## src/rtl/jpeg_stream_sequencer.sv

```systemverilog
// jpeg_stream_sequencer
// Frame sequencer for one JPEG output frame: SOI marker, fixed header from an
// external header memory, entropy-coded data passed through an external byte
// stuffer, stuffer flush, then the EOI marker. All words leave on a single
// 16-bit downstream stream with a byte mask and a zero-latency handshake.
//
// Ports
//   clk, rst              clock, synchronous active-high reset
//   start                 begin a frame (sampled only while idle)
//   busy, frame_done      status; frame_done pulses on the EOI transfer
//   byte_count            valid bytes sent downstream in the current frame
//   hdr_addr, hdr_data    header memory address / combinational read data
//   enc_in/valid/last/rdy encoder word stream
//   stuf_*                byte stuffer control, data and status pins
//   out, out_valid        downstream word and byte mask (11 both, 10 upper)
//   ena_out, rdy_in       downstream transfer strobe and ready
module jpeg_stream_sequencer #(
    parameter int unsigned HDR_WORDS = 8,
    parameter int unsigned HDR_AW    = 8
) (
    input  logic              clk,
    input  logic              rst,
    input  logic              start,
    output logic              busy,
    output logic              frame_done,
    output logic [31:0]       byte_count,
    output logic [HDR_AW-1:0] hdr_addr,
    input  logic [15:0]       hdr_data,
    input  logic [15:0]       enc_in,
    input  logic              enc_valid,
    input  logic              enc_last,
    output logic              enc_rdy,
    output logic              stuf_rst,
    output logic [15:0]       stuf_in,
    output logic              stuf_ena_in,
    output logic              stuf_rdy_in,
    output logic              stuf_flush,
    input  logic              stuf_rdy_out,
    input  logic              stuf_ena_out,
    input  logic              stuf_done,
    input  logic [15:0]       stuf_out,
    input  logic [1:0]        stuf_out_valid,
    output logic [15:0]       out,
    output logic [1:0]        out_valid,
    output logic              ena_out,
    input  logic              rdy_in
);

    localparam logic [15:0]       SOI_MARKER = 16'hFFD8;
    localparam logic [15:0]       EOI_MARKER = 16'hFFD9;
    localparam logic [HDR_AW-1:0] HDR_LAST   = HDR_AW'(HDR_WORDS - 1);

    typedef enum logic [2:0] {
        S_IDLE,
        S_CLEAR,
        S_SOI,
        S_HDR,
        S_DATA,
        S_FLUSH,
        S_EOI
    } state_t;

    state_t      state;
    state_t      next_state;
    logic        hdr_adv;
    logic        hdr_wrap;
    logic [31:0] byte_inc;
    logic        frame_start;

    // Encoder data goes straight to the stuffer; ena_in qualifies it.
    assign stuf_in     = enc_in;
    assign frame_start = (state == S_IDLE) && start;

    // Bytes carried by the word currently on the downstream bus.
    always_comb begin
        byte_inc = 32'd0;
        if (out_valid == 2'b11) begin
            byte_inc = 32'd2;
        end else if (out_valid == 2'b10) begin
            byte_inc = 32'd1;
        end
    end

    // State, header address and byte counter registers.
    always_ff @(posedge clk) begin
        if (rst) begin
            state      <= S_IDLE;
            byte_count <= 32'd0;
            hdr_addr   <= '0;
        end else begin
            state <= next_state;
            if (frame_start) begin
                byte_count <= 32'd0;
            end else if (ena_out) begin
                byte_count <= byte_count + byte_inc;
            end
            if (frame_start) begin
                hdr_addr <= '0;
            end else if (hdr_adv) begin
                hdr_addr <= hdr_wrap ? '0 : hdr_addr + HDR_AW'(1);
            end
        end
    end

    // Next-state and output decode.
    always_comb begin
        next_state  = state;
        busy        = (state != S_IDLE);
        frame_done  = 1'b0;
        enc_rdy     = 1'b0;
        ena_out     = 1'b0;
        stuf_ena_in = 1'b0;
        stuf_rdy_in = 1'b0;
        stuf_flush  = 1'b0;
        stuf_rst    = (state == S_CLEAR);
        out         = 16'h0000;
        out_valid   = 2'b00;
        hdr_adv     = 1'b0;
        hdr_wrap    = 1'b0;

        case (state)
            S_IDLE: begin
                if (start) begin
                    next_state = S_CLEAR;
                end
            end
            S_CLEAR: begin
                next_state = S_SOI;
            end
            S_SOI: begin
                out       = SOI_MARKER;
                out_valid = 2'b11;
                ena_out   = rdy_in;
                if (rdy_in) begin
                    next_state = S_HDR;
                end
            end
            S_HDR: begin
                out       = hdr_data;
                out_valid = 2'b11;
                ena_out   = rdy_in;
                hdr_adv   = rdy_in;
                if (rdy_in && (hdr_addr == HDR_LAST)) begin
                    hdr_wrap   = 1'b1;
                    next_state = S_DATA;
                end
            end
            S_DATA: begin
                stuf_rdy_in = rdy_in;
                stuf_ena_in = enc_valid;
                enc_rdy     = stuf_rdy_out;
                out         = stuf_out;
                out_valid   = stuf_out_valid;
                // Gate with rdy_in so a stalled downstream never sees a strobe.
                ena_out     = stuf_ena_out & rdy_in;
                if (enc_valid && stuf_rdy_out && enc_last) begin
                    next_state = S_FLUSH;
                end
            end
            S_FLUSH: begin
                stuf_flush  = 1'b1;
                stuf_rdy_in = rdy_in;
                if (stuf_done) begin
                    next_state = S_EOI;
                end else begin
                    out       = stuf_out;
                    out_valid = stuf_out_valid;
                    ena_out   = stuf_ena_out & rdy_in;
                end
            end
            S_EOI: begin
                out       = EOI_MARKER;
                out_valid = 2'b11;
                ena_out   = rdy_in;
                if (rdy_in) begin
                    frame_done = 1'b1;
                    next_state = S_IDLE;
                end
            end
            default: begin
                next_state = S_IDLE;
            end
        endcase

        // Reset forces idle-state outputs immediately and holds the stuffer in reset.
        if (rst) begin
            busy        = 1'b0;
            frame_done  = 1'b0;
            enc_rdy     = 1'b0;
            ena_out     = 1'b0;
            stuf_ena_in = 1'b0;
            stuf_rdy_in = 1'b0;
            stuf_flush  = 1'b0;
            stuf_rst    = 1'b1;
            out_valid   = 2'b00;
            hdr_adv     = 1'b0;
        end
    end

endmodule
```

## config.mk

```make
export PLATFORM = sky130hd
export DESIGN_NAME = jpeg_stream_sequencer
export DESIGN_NICKNAME = d
export VERILOG_FILES = /design/src/rtl/jpeg_stream_sequencer.sv
export SDC_FILE = /design/constraint.sdc
export NUM_CORES = 1
export LEC_CHECK = 0
export CAP_MARGIN = 10
export CORE_MARGIN = 5
export CORE_UTILIZATION = 43
export CTS_BUF_LIST = sky130_fd_sc_hd__clkbuf_16
export CTS_CLUSTER_DIAMETER = 30
export DETAILED_ROUTE_END_ITERATION = 10
export HOLD_SLACK_MARGIN = 0.06
export PLACE_DENSITY = 0.87
export RECOVER_POWER = 50
export SLEW_MARGIN = 25
export SYNTH_ARGS = -nofsm -noshare
export SYNTH_HDL_FRONTEND = slang
export SYNTH_SLANG_ARGS = --single-unit
```

## constraint.sdc

```tcl
create_clock -name clk -period 7.8 [get_ports clk]
set_input_delay 2.34 -clock clk [delete_from_list [all_inputs] [get_ports clk]]
set_output_delay 2.34 -clock clk [all_outputs]
set_load 0.05 [all_outputs]
```

* Yosys cells after proc, flatten, opt, wreduce, memory -nomap -nowiden
Cells that the tools add are included.
** Operators by class
- Add/subtract/negate cells :: 2
- Eq/ne operators :: 15
- Muxes and demuxes :: 35
- Bitwise logic cells :: 1
- Reductions and logical operators :: 10
** Operators by type and width (count)
- $pmux W16 S5 :: 1
- $add A32 B32 Y32 :: 1
- $pmux W3 S7 :: 1
- $mux W1 :: 20
- $mux W3 :: 6
- $mux W16 :: 1
- $ne A2 B2 Y1 const B :: 6
- $eq A3 B3 Y1 const B :: 3
- $add A8 B1 Y8 const B :: 1
- $eq A8 B3 Y1 const B :: 1
- $mux W8 :: 1
- $eq A3 B2 Y1 const B :: 2
- $mux W2 :: 3
- $pmux W2 S3 :: 1
- $reduce_and A6 Y1 :: 1
- $eq A2 B2 Y1 const B :: 2
- $logic_and A1 B1 Y1 :: 4
- $reduce_or A2 Y1 :: 2
- $eq A3 B1 Y1 const B :: 1
- $logic_not A3 Y1 :: 1
- $pmux W1 S3 :: 1
- $reduce_bool A3 Y1 :: 1
- $reduce_or A3 Y1 :: 1
- $and A1 B1 Y1 :: 1
** Storage, ports and cells
- Register bits :: 43
- Input bits :: 59
- Output and inout bits :: 82
- Logic and storage cells :: 66

* Logic depth before layout (Yosys ltp)
Gate-level depths: netlist of run 1.
- Depth after elaboration :: 8
- Mapped depth :: 12

* Worst setup path after synthesis of run 1
Ideal clock, no wire load.
- Path type :: input-to-output
- Start point :: input rst
- End point :: output enc_rdy
- Data arrival time :: 4.159 ns
- Slack :: 1.301 ns
- Cell stages on the path :: 2
- Path buffers :: 1
- Cell sequence :: clkbuf_1 -> nor4b_1
** Between the ends
- Word-level cells in the longest chain between the ends :: 1
** Ends and longest elaborated chain
- from (decl) :: line 22 : input logic rst,
- $mux W1 :: line 186 : if (rst) begin
- to (decl) :: line 32 : output logic enc_rdy,
No other way between the ends.

* Final worst setup path of run 1
- Start point :: input stuf_done
- End point :: output out[8]
** Between the ends
- Word-level cells in the longest chain between the ends :: 2
** Ends and longest elaborated chain
- from (decl) :: line 40 : input logic stuf_done,
- $mux W16 :: line 163 : if (stuf_done) begin
- $pmux W16 S5 :: line 121 : case (state)
- to (decl) :: line 43 : output logic [15:0] out,
No other way between the ends.

==> parameters.txt, run 1 <==
Parameter                              Value

Clocking
  TritonCTS clock tree ... done
  Depth of the CTS H-tree ... 2
  # Post-CTS Setup Buffers ... 0
  Register clock-pin slew on the reported worst setup and hold paths ... 0.06 ns
  Total clock buffers created by CTS ... 5
  Count of clock tree sinks ... 43
  Post-cts gate resize count ... 0
  Buffers from clock root to sink, at most ... 2
  Insertion delay to the later sink of the worst-skew pair ... 0.28 ns
  Master cell of the clock root buffer ... sky130_fd_sc_hd__clkbuf_16
  Total of hold buffers inserted after clock tree synthesis ... 0

Global route
  Global-route wire length before repair ... 12,130 um
  Largest net degree at the start of global routing ... 31
  Number of global-route vias before repair ... 2,669
  Remaining global-route overflow ... 0
  Total GRT Usage ... 0.1907
  Initial antenna violation count ... 0

Floorplan
  Die height ... 89.45 um
  Std-Cell Rows ... 29
  Initial cell density of the core ... 0.4348
  Horizontal die dimension ... 89.45 um
  DIE AREA ... 0.008000 mm2
  Core region area ... 0.006241 mm2
  Boundary pin count ... 141

Timing
  Ratio of final minimum period to clock period ... 0.8823
  Fmax ... 145.3 MHz
  Fin crit period ... 6.882 ns
  Actual slew at the worst max-slew pin ... 0.9960 ns
  Final setup violating endpoints ... 0
  Accumulated negative setup slack ... 0 ns
  Final clock skew ... 0.007210 ns
  Number of max-slew violations in the final report ... 0
  Endpoints failing hold ... 0
  Slew headroom ... 0.3360
  Setup repair after global routing missed its margin ... no

Final layout
  Final core area utilization ... 0.6185
  Post-route non-filler standard cell count ... 499
  Fraction of layout instances using a drive strength above 1 ... 0.04976
  Multi-input gate area in the final layout ... 0.001558 mm2
  Antenna diodes ... 0
  Fill cell total of the finished layout ... 524
  Layout Cell Area excl Fill ... 0.003860 mm2
  Sequential cell area ... 860.8 um2
  Total Nets Final ... 484
  Syn-to-layout area delta ... 42.23%

Yosys
  Cell type with the highest aggregate area in the netlist ... sky130_fd_sc_hd__dfxtp_1
  Post-synthesis simple-gate area fraction ... 0.2886
  Post-synth top flop ... sky130_fd_sc_hd__dfxtp_1
  Synthesized-area fraction occupied by xor and xnor cells ... 0.07746
  Post-synthesis cell count ... 338
  Fraction of the mapped netlist area in adder cells ... 0.02121
  Most instantiated library cell after synthesis ... sky130_fd_sc_hd__dfxtp_1
  Net count of the mapped netlist ... 401
  Number of enable flip-flop cells after synthesis ... 0
  Mean instance size in the synthesized netlist ... 8.029 um2
  Dominant combinational cell family by area after synthesis ... simple AND/OR/NAND/NOR gates
  Async set-or-reset flop fraction in the synthesized netlist ... 0
  Yosys Warn Count ... 0
  Commonest cells in the netlist ... sky130_fd_sc_hd__dfxtp_1, sky130_fd_sc_hd__nor2_1, sky130_fd_sc_hd__o21ai_0
  Yosys reg bits ... 43
  Sequential-to-total area share from yosys stat ... 0.3172
  Synth top area share ... 0.3172
  Largest cells by area after synthesis ... sky130_fd_sc_hd__dfxtp_1, sky130_fd_sc_hd__xor2_1, sky130_fd_sc_hd__o21ai_0, sky130_fd_sc_hd__a22o_1, sky130_fd_sc_hd__buf_4
  Number of unique standard cell types used by synthesis ... 53
  Cell Area, Synth ... 0.002714 mm2
  Fraction of the mapped netlist area in compound gates ... 0.1812
  Mux cell area share after synthesis ... 0.007377

Placement
  Final weighted congestion in routability-driven placement ... 0.8554
  Standard cell area after detailed placement ... 0.003697 mm2
  Number of I/O port buffers ... 108
  Half-perimeter wire length of the detailed placement result ... 6022 um
  Placed insts ... 491

Worst setup path
  Crit path required time ... 5.46 ns
  Maximum fanout along the worst path ... 12
  Reg2Reg Capture Point ... byte_count[28]
  Arrival @ worst endpoint ... 4.54 ns
  CP startpoint kind ... input port
  Register-to-register setup slack ... 3.90 ns
  Crit. End Element ... primary output
  Startpoint of the most critical register-to-register path ... state[2]
  Worst reg2reg path depth ... 11
  Worst Path Class, Setup ... in2out

Drt
  WL final ... 7753 um
  Remaining number of nets flagged by the antenna check after routing ... 0
  Number of design-rule violations left by the first detailed-router iteration ... 131
  Number of design rule violations left after detail routing ... 0
  Via count of the routed design ... 2,772
  Vias per inst ... 5.555
  Number of iterations in the first detailed-routing pass ... 4
  Drt wl/cell ... 15.54 um

Power
  Leakage power figure ... 0.001504 uW
  Power per unit of standard cell area ... 222.8 mW/mm2
  Max VDD drop ... 0.1634 mV

Hold path
  Hold Crit Depth ... 2
  Worst hold path class ... reg2reg
  Hold Crit Endpoint ... byte_count[31]
  Critical hold path startpoint ... byte_count[31]

Outcome
  Outcome ... complete, no violations

Job
  Count of max-cap constraint violations ... 0
-- worst max-delay path, stage by stage --
cell,delay (ns)
sky130_fd_sc_hd__dlygate4sd3_1,0.61
sky130_fd_sc_hd__o21ai_0,0.15
sky130_fd_sc_hd__and2_1,0.41
sky130_fd_sc_hd__a22o_1,0.21
sky130_fd_sc_hd__clkdlybuf4s50_1,0.81
-- power breakdown --
part | internal, uW | switching (uW)
Clock | 151 | 83.7
Combinational | 135 | 230
Sequential | 225 | 35.3
-- cell families after synthesis --
family                     Yosys count
AOI/OAI and AO/OA                   76
xor gates and xnor gates            24
adders and majority gates            4
buffers and inverters               54
DFF                                 43
muxes                                2
and+or+nand+nor                    135
-- final cells by class --
cell class | count | share of cell area
Clock buffer | 5 | 0.03241
Clock inverter | 3 | 0.01102
Inverter | 22 | 0.02496
Multi-Input combinational cell | 241 | 0.4036
Sequential cell | 43 | 0.2230
Tap cell | 77 | 0.02496
Timing Repair Buffer | 108 | 0.2801
-- metal layers --
| layer | up-vias | share of wire | track usage | wire (um) |
|---|---|---|---|---|
| li1 | 1353 | - | - | - |
| met1 | 1272 | 0.39 | 0.2114 | 3005 |
| met2 | 124 | 0.48 | 0.3470 | 3739 |
| met3 | 23 | 0.10 | 0.04516 | 788 |
| met4 | 0 | 0.028 | 0.07848 | 220 |
| met5 | - | 0 | 0 | 0 |
-- state kept, by name, indices dropped and copies added, names as in the netlist --
register    cells
byte_count     32
state           3
hdr_addr        8
-- stage by stage --
step / setup WS [ns] / power [uW] / hold slack, ns
2_1_floorplan: 1.301 / 539.3 / 0.7132
3_3_place_gp: 0.9533 / 628.7 / 0.4712
3_5_place_dp: 0.9605 / 632.4 / 0.4899
4_1_cts: 0.9584 / 866.4 / 0.4977
5_1_grt: 0.7883 / 899.8 / 0.5241
6_report: 0.9180 / 859.9 / 0.4891
-- how the worst max path moves through the flow --
stage	startpoint	end	slack [ns]
after floorplan	rst	enc_rdy	1.30
after global placement	rst	frame_done	0.95
after detailed placement	rst	frame_done	0.96
after CTS	rst	frame_done	0.96
after global routing	stuf_done	out[10]	0.79
final	stuf_done	out[8]	0.92
-- cells in the final DEF, fill, tap and decap left out, types with 4 or more instances in the layout --
cell	count
sky130_fd_sc_hd__inv_1	21
sky130_fd_sc_hd__clkbuf_16	5
sky130_fd_sc_hd__nor4_1	4
sky130_fd_sc_hd__xor2_1	19
sky130_fd_sc_hd__xnor2_1	5
sky130_fd_sc_hd__o21ai_0	29
sky130_fd_sc_hd__clkdlybuf4s50_1	65
sky130_fd_sc_hd__nand3_1	16
sky130_fd_sc_hd__a22o_1	16
sky130_fd_sc_hd__nand4_1	16
sky130_fd_sc_hd__nor2_1	36
sky130_fd_sc_hd__nand2_1	17
sky130_fd_sc_hd__a21oi_1	18
sky130_fd_sc_hd__dfxtp_1	43
sky130_fd_sc_hd__or3_1	11
sky130_fd_sc_hd__nor3_1	6
sky130_fd_sc_hd__dlygate4sd3_1	43
No activity file was read; power rests on OpenSTA's default activity.
==> run 2, diff against run 1 <==
--- a/config.mk
+++ b/config.mk
@@ -6,13 +6,15 @@
 export NUM_CORES = 1
 export LEC_CHECK = 0
 export CAP_MARGIN = 10
+export CORE_ASPECT_RATIO = 1.1
 export CORE_MARGIN = 5
-export CORE_UTILIZATION = 43
+export CORE_UTILIZATION = 68
 export CTS_BUF_LIST = sky130_fd_sc_hd__clkbuf_16
 export CTS_CLUSTER_DIAMETER = 30
 export DETAILED_ROUTE_END_ITERATION = 10
+export DONT_BUFFER_PORTS = 1
 export HOLD_SLACK_MARGIN = 0.06
-export PLACE_DENSITY = 0.87
+export PLACE_DENSITY = 0.85
 export RECOVER_POWER = 50
 export SLEW_MARGIN = 25
 export SYNTH_ARGS = -nofsm -noshare
==> run 2 against run 1 <==
  * The flow now finishes with violations (capacitance limit, slew limit)
  * Global-route usage increased by 5.0 points
  * Via count down 16%
  * Non-clock buffer count decreased by 105
  * Register-to-register slack lost 0.39 ns
==> parameters.txt, run 2 (synthesis gave the netlist of run 1 again) <==
Parameter                              Value

Outcome
  Outcome ... finished with violations (was complete, no violations)
  Failing checks ... capacitance limit, slew limit

Hold path
  Critical hold path startpoint ... byte_count[31] (unchanged)
  Worst hold path class ... reg2reg (unchanged)
  Hold Crit Depth ... 2 (unchanged)
  Hold Crit Endpoint ... byte_count[31] (unchanged)

Timing
  Endpoints failing hold ... 0 (unchanged)
  Actual slew at the worst max-slew pin ... 1.611 ns (was 0.9960 ns)
  Fin crit period ... 6.099 ns (was 6.882 ns)
  Hold WS ... 0.7483 ns (was 0.4891 ns)
  Final setup violating endpoints ... 0 (unchanged)
  Worst Slack Setup Final ... 1.701 ns (was 0.9180 ns)
  Setup repair after global routing missed its margin ... no (unchanged)
  Number of max-slew violations in the final report ... 2 (was 0)
  Fmax ... 164.0 MHz (was 145.3 MHz)
  Slew headroom ... -0.08206 (was 0.3360)
  Final clock skew ... 0.003341 ns (was 0.007210 ns)
  Ratio of final minimum period to clock period ... 0.7819 (was 0.8823)
  Accumulated negative setup slack ... 0 ns (unchanged)

Floorplan
  Die height ... 76.26 um (was 89.45 um)
  Core region area ... 0.003904 mm2 (was 0.006241 mm2)
  Std-Cell Rows ... 24 (was 29)
  Horizontal die dimension ... 70.24 um (was 89.45 um)
  DIE AREA ... 0.005356 mm2 (was 0.008000 mm2)
  Boundary pin count ... 141 (unchanged)
  Initial cell density of the core ... 0.6952 (was 0.4348)

Final layout
  Commonest non-fill, non-tap cell in the layout ... sky130_fd_sc_hd__dfxtp_1 (was sky130_fd_sc_hd__clkdlybuf4s50_1)
  Largest register FFs ... 32 (unchanged)
  Fraction of layout instances using a drive strength above 1 ... 0.08202 (was 0.04976)
  Regs by FF count ... byte_count (32), hdr_addr (8), state (3) (unchanged)
  Total Nets Final ... 379 (was 484)
  Antenna diodes ... 0 (unchanged)
  Fill cell total of the finished layout ... 324 (was 524)
  Syn-to-layout area delta ... 1.936% (was 42.23%)
  Most flop-heavy register ... byte_count (unchanged)
  Layout Cell Area excl Fill ... 0.002766 mm2 (was 0.003860 mm2)
  Commonest cells after routing, fill and taps aside ... sky130_fd_sc_hd__dfxtp_1, sky130_fd_sc_hd__nor2_1, sky130_fd_sc_hd__o21ai_0, sky130_fd_sc_hd__inv_1, sky130_fd_sc_hd__xor2_1 (was sky130_fd_sc_hd__clkdlybuf4s50_1, sky130_fd_sc_hd__dfxtp_1, sky130_fd_sc_hd__dlygate4sd3_1, sky130_fd_sc_hd__nor2_1, sky130_fd_sc_hd__o21ai_0)

Worst setup path
  Worst Path Class, Setup ... in2out (unchanged)
  Maximum fanout along the worst path ... 5 (was 12)
  Arrival @ worst endpoint ... 3.76 ns (was 4.54 ns)
  Crit. End Element ... primary output (unchanged)
  CP startpoint kind ... input port (unchanged)
  CP Launch Point ... stuf_done (unchanged)
  Crit path required time ... 5.46 ns (about the same)
  Startpoint of the most critical register-to-register path ... state[1] (was state[2])
  Reg2Reg Capture Point ... byte_count[26] (was byte_count[28])
  Register-to-register setup slack ... 3.51 ns (was 3.90 ns)
  Worst reg2reg path depth ... 8 (was 11)

Drt
  Number of iterations in the first detailed-routing pass ... 4 (unchanged)
  Number of design rule violations left after detail routing ... 0 (unchanged)
  Via count of the routed design ... 2,335 (was 2,772)
  Remaining number of nets flagged by the antenna check after routing ... 0 (unchanged)
  Drt wl/cell ... 17.23 um (was 15.54 um)
  Vias per inst ... 6.328 (was 5.555)
  Number of design-rule violations left by the first detailed-router iteration ... 201 (was 131)
  WL final ... 6358 um (was 7753 um)

Clocking
  Count of clock tree sinks ... 43 (unchanged)
  Total of hold buffers inserted after clock tree synthesis ... 0 (unchanged)
  Post-cts gate resize count ... 0 (unchanged)
  TritonCTS clock tree ... done (unchanged)
  Register clock-pin slew on the reported worst setup and hold paths ... 0.06 ns (about the same)
  # Post-CTS Setup Buffers ... 0 (unchanged)
  Insertion delay to the later sink of the worst-skew pair ... 0.28 ns (about the same)
  Buffers from clock root to sink, at most ... 2 (unchanged)
  Total clock buffers created by CTS ... 5 (unchanged)
  Depth of the CTS H-tree ... 2 (unchanged)
  Master cell of the clock root buffer ... sky130_fd_sc_hd__clkbuf_16 (unchanged)

Global route
  Global-route wire length before repair ... 10,840 um (was 12,130 um)
  Met1 Use GR ... 0.2698 (was 0.2114)
  Number of global-route vias before repair ... 2,261 (was 2,669)
  Remaining global-route overflow ... 0 (unchanged)
  Initial antenna violation count ... 0 (unchanged)
  Total GRT Usage ... 0.2403 (was 0.1907)
  Global routing's busiest layer ... met2 (unchanged)
  Global-route track usage on met3 ... 0.09103 (was 0.04516)
  Largest net degree at the start of global routing ... 31 (unchanged)
  Met2 layer usage reported by global route ... 0.4242 (was 0.3470)

Power
  Max VDD drop ... 0.1567 mV (was 0.1634 mV)
  Power per unit of standard cell area ... 263.0 mW/mm2 (was 222.8 mW/mm2)
  Leakage power figure ... 0.0009864 uW (was 0.001504 uW)

Placement
  Final weighted congestion in routability-driven placement ... 0.8976 (was 0.8554)
  Setup slack after placement ... 1.861 ns (was 0.9605 ns)
  Number of I/O port buffers ... 0 (was 108)
  Standard cell area after detailed placement ... 0.002639 mm2 (was 0.003697 mm2)
  Half-perimeter wire length of the detailed placement result ... 4706 um (was 6022 um)

Job
  Count of max-cap constraint violations ... 1 (was 0)
==> run 2: cell type report <==
| type | instances | area (um2) | share of cell area |
|---|---|---|---|
| Clock inverter | 3 | 12.51 | 0.004523 |
| Inverter | 22 | 96.34 | 0.03483 |
| Sequential cell | 43 | 860.8 | 0.3112 |
| Tap cell | 52 | 65.06 | 0.02352 |
| Multi-Input combinational cell | 241 | 1584 | 0.5726 |
| Timing Repair Buffer | 3 | 22.52 | 0.008141 |
| Clock buffer | 5 | 125.1 | 0.04523 |
==> run 2: report_power, final <==
| group | internal (uW) | switching, uW | leakage, uW | total (uW) |
|---|---|---|---|---|
| combinational | 55.6 | 213 | 0.000564 | 268 |
| clock | 116 | 79.7 | 0.0000762 | 195 |
| sequential | 225 | 38.3 | 0.000347 | 264 |
| total | 397 | 331 | 0.000986 | 727 |
==> run 2: through the flow <==
step	total power [uW]	cells	utilization
after detailed placement	538.6	361	0.6760
after floorplan	539.3	338	-
after global routing	762.6	369	0.7087
final	727.5	369	0.7087
after global placement	532.8	361	0.6737
after CTS	732.4	369	0.7112
==> run 2: worst max-delay path by stage <==
| stage | to | slack [ns] | cells past startpoint |
|---|---|---|---|
| 2_1_floorplan | enc_rdy | 1.30 | 2 |
| 3_3_place_gp | out_valid[1] | 1.92 | 3 |
| 3_5_place_dp | out_valid[1] | 1.86 | 3 |
| 4_1_cts | out_valid[1] | 1.86 | 3 |
| 5_1_grt | out_valid[0] | 1.58 | 3 |
| 6_report | out_valid[0] | 1.70 | 3 |
==> run 2: layer usage <==
layer  part of all wire  vias to the layer above
met5                  0                        -
met4             0.0041                        0
met3              0.095                        4
met2               0.52                      115
met1               0.38                     1078
li1                   -                     1138
==> run 2: worst max-delay path: stages <==
cell and delay (ns):
sky130_fd_sc_hd__nor2_1 0.11, sky130_fd_sc_hd__nor2_1 0.07, sky130_fd_sc_hd__nor3_1 1.24
==> run 3, diff against run 2 <==
--- a/config.mk
+++ b/config.mk
@@ -8,13 +8,13 @@
 export CAP_MARGIN = 10
 export CORE_ASPECT_RATIO = 1.1
 export CORE_MARGIN = 5
-export CORE_UTILIZATION = 68
+export CORE_UTILIZATION = 57
 export CTS_BUF_LIST = sky130_fd_sc_hd__clkbuf_16
 export CTS_CLUSTER_DIAMETER = 30
 export DETAILED_ROUTE_END_ITERATION = 10
 export DONT_BUFFER_PORTS = 1
 export HOLD_SLACK_MARGIN = 0.06
-export PLACE_DENSITY = 0.85
+export PLACE_DENSITY = 0.76
 export RECOVER_POWER = 50
 export SLEW_MARGIN = 25
 export SYNTH_ARGS = -nofsm -noshare
==> constraint.sdc (replaced) <==
create_clock -name clk -period 5.1 [get_ports clk]
set_input_delay 1.53 -clock clk [delete_from_list [all_inputs] [get_ports clk]]
set_output_delay 1.53 -clock clk [all_outputs]
set_load 0.05 [all_outputs]
==> run 3 against run 2 <==
  * The run now ends clean
  * Clock power rose by 53%
  * Utilization decreased by 10 points
  * First-iteration DRC count shrank 52%
  * Global-route usage down 2.8 points
  * Critical path depth unchanged
  * Die area grew 17%
  * Combinational power increased by 64%
  * Register-to-register slack worse by 2.2 ns
  * Critical path type unchanged
  * Highest routed layer unchanged
==> parameters.txt, run 3 (synthesis gave the netlist of run 1 again) <==
Parameter                              Value

Global route
  Number of global-route vias before repair ... 2,178 (was 2,261)
  Largest net degree at the start of global routing ... 31 (unchanged)
  Global-route wire length before repair ... 10,200 um (was 10,840 um)
  Total GRT Usage ... 0.2119 (was 0.2403)
  Initial antenna violation count ... 0 (unchanged)
  Remaining global-route overflow ... 0 (unchanged)

Placement
  Final weighted congestion in routability-driven placement ... 0.8692 (was 0.8976)
  Half-perimeter wire length of the detailed placement result ... 5063 um (was 4706 um)
  Number of I/O port buffers ... 0 (unchanged)

Clocking
  Depth of the CTS H-tree ... 2 (unchanged)
  TritonCTS clock tree ... done (unchanged)
  # Post-CTS Setup Buffers ... 0 (unchanged)
  Total of hold buffers inserted after clock tree synthesis ... 0 (unchanged)
  Post-cts gate resize count ... 0 (unchanged)
  Register clock-pin slew on the reported worst setup and hold paths ... 0.06 ns (about the same)
  Count of clock tree sinks ... 43 (unchanged)
  Insertion delay to the later sink of the worst-skew pair ... 0.28 ns (about the same)
  Buffers from clock root to sink, at most ... 2 (unchanged)
  Total clock buffers created by CTS ... 5 (unchanged)
  Master cell of the clock root buffer ... sky130_fd_sc_hd__clkbuf_16 (unchanged)

Power
  Max VDD drop ... 0.2116 mV (was 0.1567 mV)
  Post-route total power ... 1128 uW (was 727.5 uW)
  Leakage power figure ... 0.001004 uW (was 0.0009864 uW)
  Power per unit of standard cell area ... 401.3 mW/mm2 (was 263.0 mW/mm2)

Final layout
  Fill cell total of the finished layout ... 425 (was 324)
  Most flop-heavy register ... byte_count (unchanged)
  Regs by FF count ... byte_count (32), hdr_addr (8), state (3) (unchanged)
  Total Nets Final ... 384 (was 379)
  Commonest cells after routing, fill and taps aside ... sky130_fd_sc_hd__dfxtp_1, sky130_fd_sc_hd__nor2_1, sky130_fd_sc_hd__o21ai_0, sky130_fd_sc_hd__inv_1, sky130_fd_sc_hd__xor2_1 (unchanged)
  Sequential cell area ... 860.8 um2 (unchanged)
  Multi-input gate area in the final layout ... 0.001590 mm2 (was 0.001584 mm2)
  Syn-to-layout area delta ... 3.596% (was 1.936%)
  Fraction of layout instances using a drive strength above 1 ... 0.1059 (was 0.08202)
  Antenna diodes ... 0 (unchanged)
  Largest register FFs ... 32 (unchanged)
  Commonest non-fill, non-tap cell in the layout ... sky130_fd_sc_hd__dfxtp_1 (unchanged)

Hold path
  Worst hold path class ... reg2reg (unchanged)
  Hold Crit Depth ... 1 (was 2)

Drt
  Via count of the routed design ... 2,395 (was 2,335)
  Remaining number of nets flagged by the antenna check after routing ... 0 (unchanged)
  WL final ... 6732 um (was 6358 um)
  Number of design-rule violations left by the first detailed-router iteration ... 96 (was 201)
  Vias per inst ... 6.353 (was 6.328)
  Number of iterations in the first detailed-routing pass ... 4 (unchanged)
  Number of design rule violations left after detail routing ... 0 (unchanged)
  Drt wl/cell ... 17.86 um (was 17.23 um)

Timing
  Endpoints failing hold ... 0 (unchanged)
  Slew headroom ... 0.3519 (was -0.08206)
  Ratio of final minimum period to clock period ... 0.8048
  Final clock skew ... 0.006206 ns (was 0.003341 ns)
  Number of max-slew violations in the final report ... 0 (was 2)
  Final setup violating endpoints ... 0 (unchanged)
  Actual slew at the worst max-slew pin ... 0.9722 ns (was 1.611 ns)
  Fin crit period ... 4.104 ns
  Fmax ... 243.6 MHz
  Accumulated negative setup slack ... 0 ns (unchanged)
  Setup repair after global routing missed its margin ... no (unchanged)

Floorplan
  Horizontal die dimension ... 75.79 um (was 70.24 um)
  Boundary pin count ... 141 (unchanged)
  DIE AREA ... 0.006243 mm2 (was 0.005356 mm2)
  Std-Cell Rows ... 26 (was 24)
  Core region area ... 0.004619 mm2 (was 0.003904 mm2)
  Die height ... 82.37 um (was 76.26 um)
  Initial cell density of the core ... 0.5875 (was 0.6952)

Worst setup path
  Crit. End Element ... primary output (unchanged)
  Worst Path Class, Setup ... in2out (unchanged)
  Arrival @ worst endpoint ... 2.57 ns (was 3.76 ns)
  Crit path required time ... 3.57 ns (was 5.46 ns)
  Maximum fanout along the worst path ... 12 (was 5)
  CP startpoint kind ... input port (unchanged)
  Worst reg2reg path depth ... 11 (was 8)

Job
  Count of max-cap constraint violations ... 0 (was 1)

Outcome
  Outcome ... complete, no violations (was finished with violations)
[run 3: worst max-delay path: stages]
cell and delay (ns):
sky130_fd_sc_hd__o21ai_0 0.11, sky130_fd_sc_hd__and2_1 0.39, sky130_fd_sc_hd__a22o_1 0.54
[run 3: power by group]
| group | total [uW] | switching, uW | internal (uW) | leakage [uW] |
|---|---|---|---|---|
| Sequential | 390 | 45.7 | 345 | 0.000347 |
| Combinational | 439 | 343 | 96.1 | 0.000590 |
| Clock | 298 | 122 | 176 | 0.0000671 |
[run 3: final timing paths]
check,from,end,slack [ns]
max,stuf_done,out[8],1.0
min,state[0],state[0],0.67
max reg2reg,state[2],byte_count[26],1.32
min reg2reg,state[0],state[0],0.67
[run 3: final cells by class]
cell class	instances	area share
Inverter	22	0.03427
Tap cell	56	0.02492
Clock buffer	5	0.04450
Timing Repair Buffer	8	0.02136
Clock inverter	2	0.003115
Sequential cell	43	0.3062
Multi-Input combinational cell	241	0.5656
[run 3: per-layer routing]
metal / wire length (um) / global-route usage
met3: 644 / 0.07022
met2: 3490 / 0.3818
met1: 2507 / 0.2279
met4: 90 / 0.07168
met5: 0 / 0
[run 3: per-stage QoR]
stage | utilization | cell area [um2] | hold WS [ns] | std cells | worst slack, ns
after global placement | 0.5807 | 2683 | 0.6682 | 370 | 1.025
final | 0.6086 | 2811 | 0.6722 | 377 | 0.9955
after floorplan | - | 2714 | 0.7132 | 338 | 0.2208
after CTS | 0.6097 | 2816 | 0.6743 | 377 | 0.9761
after global routing | 0.6086 | 2811 | 0.7135 | 377 | 0.8834
after detailed placement | 0.5807 | 2683 | 0.6629 | 370 | 0.9399
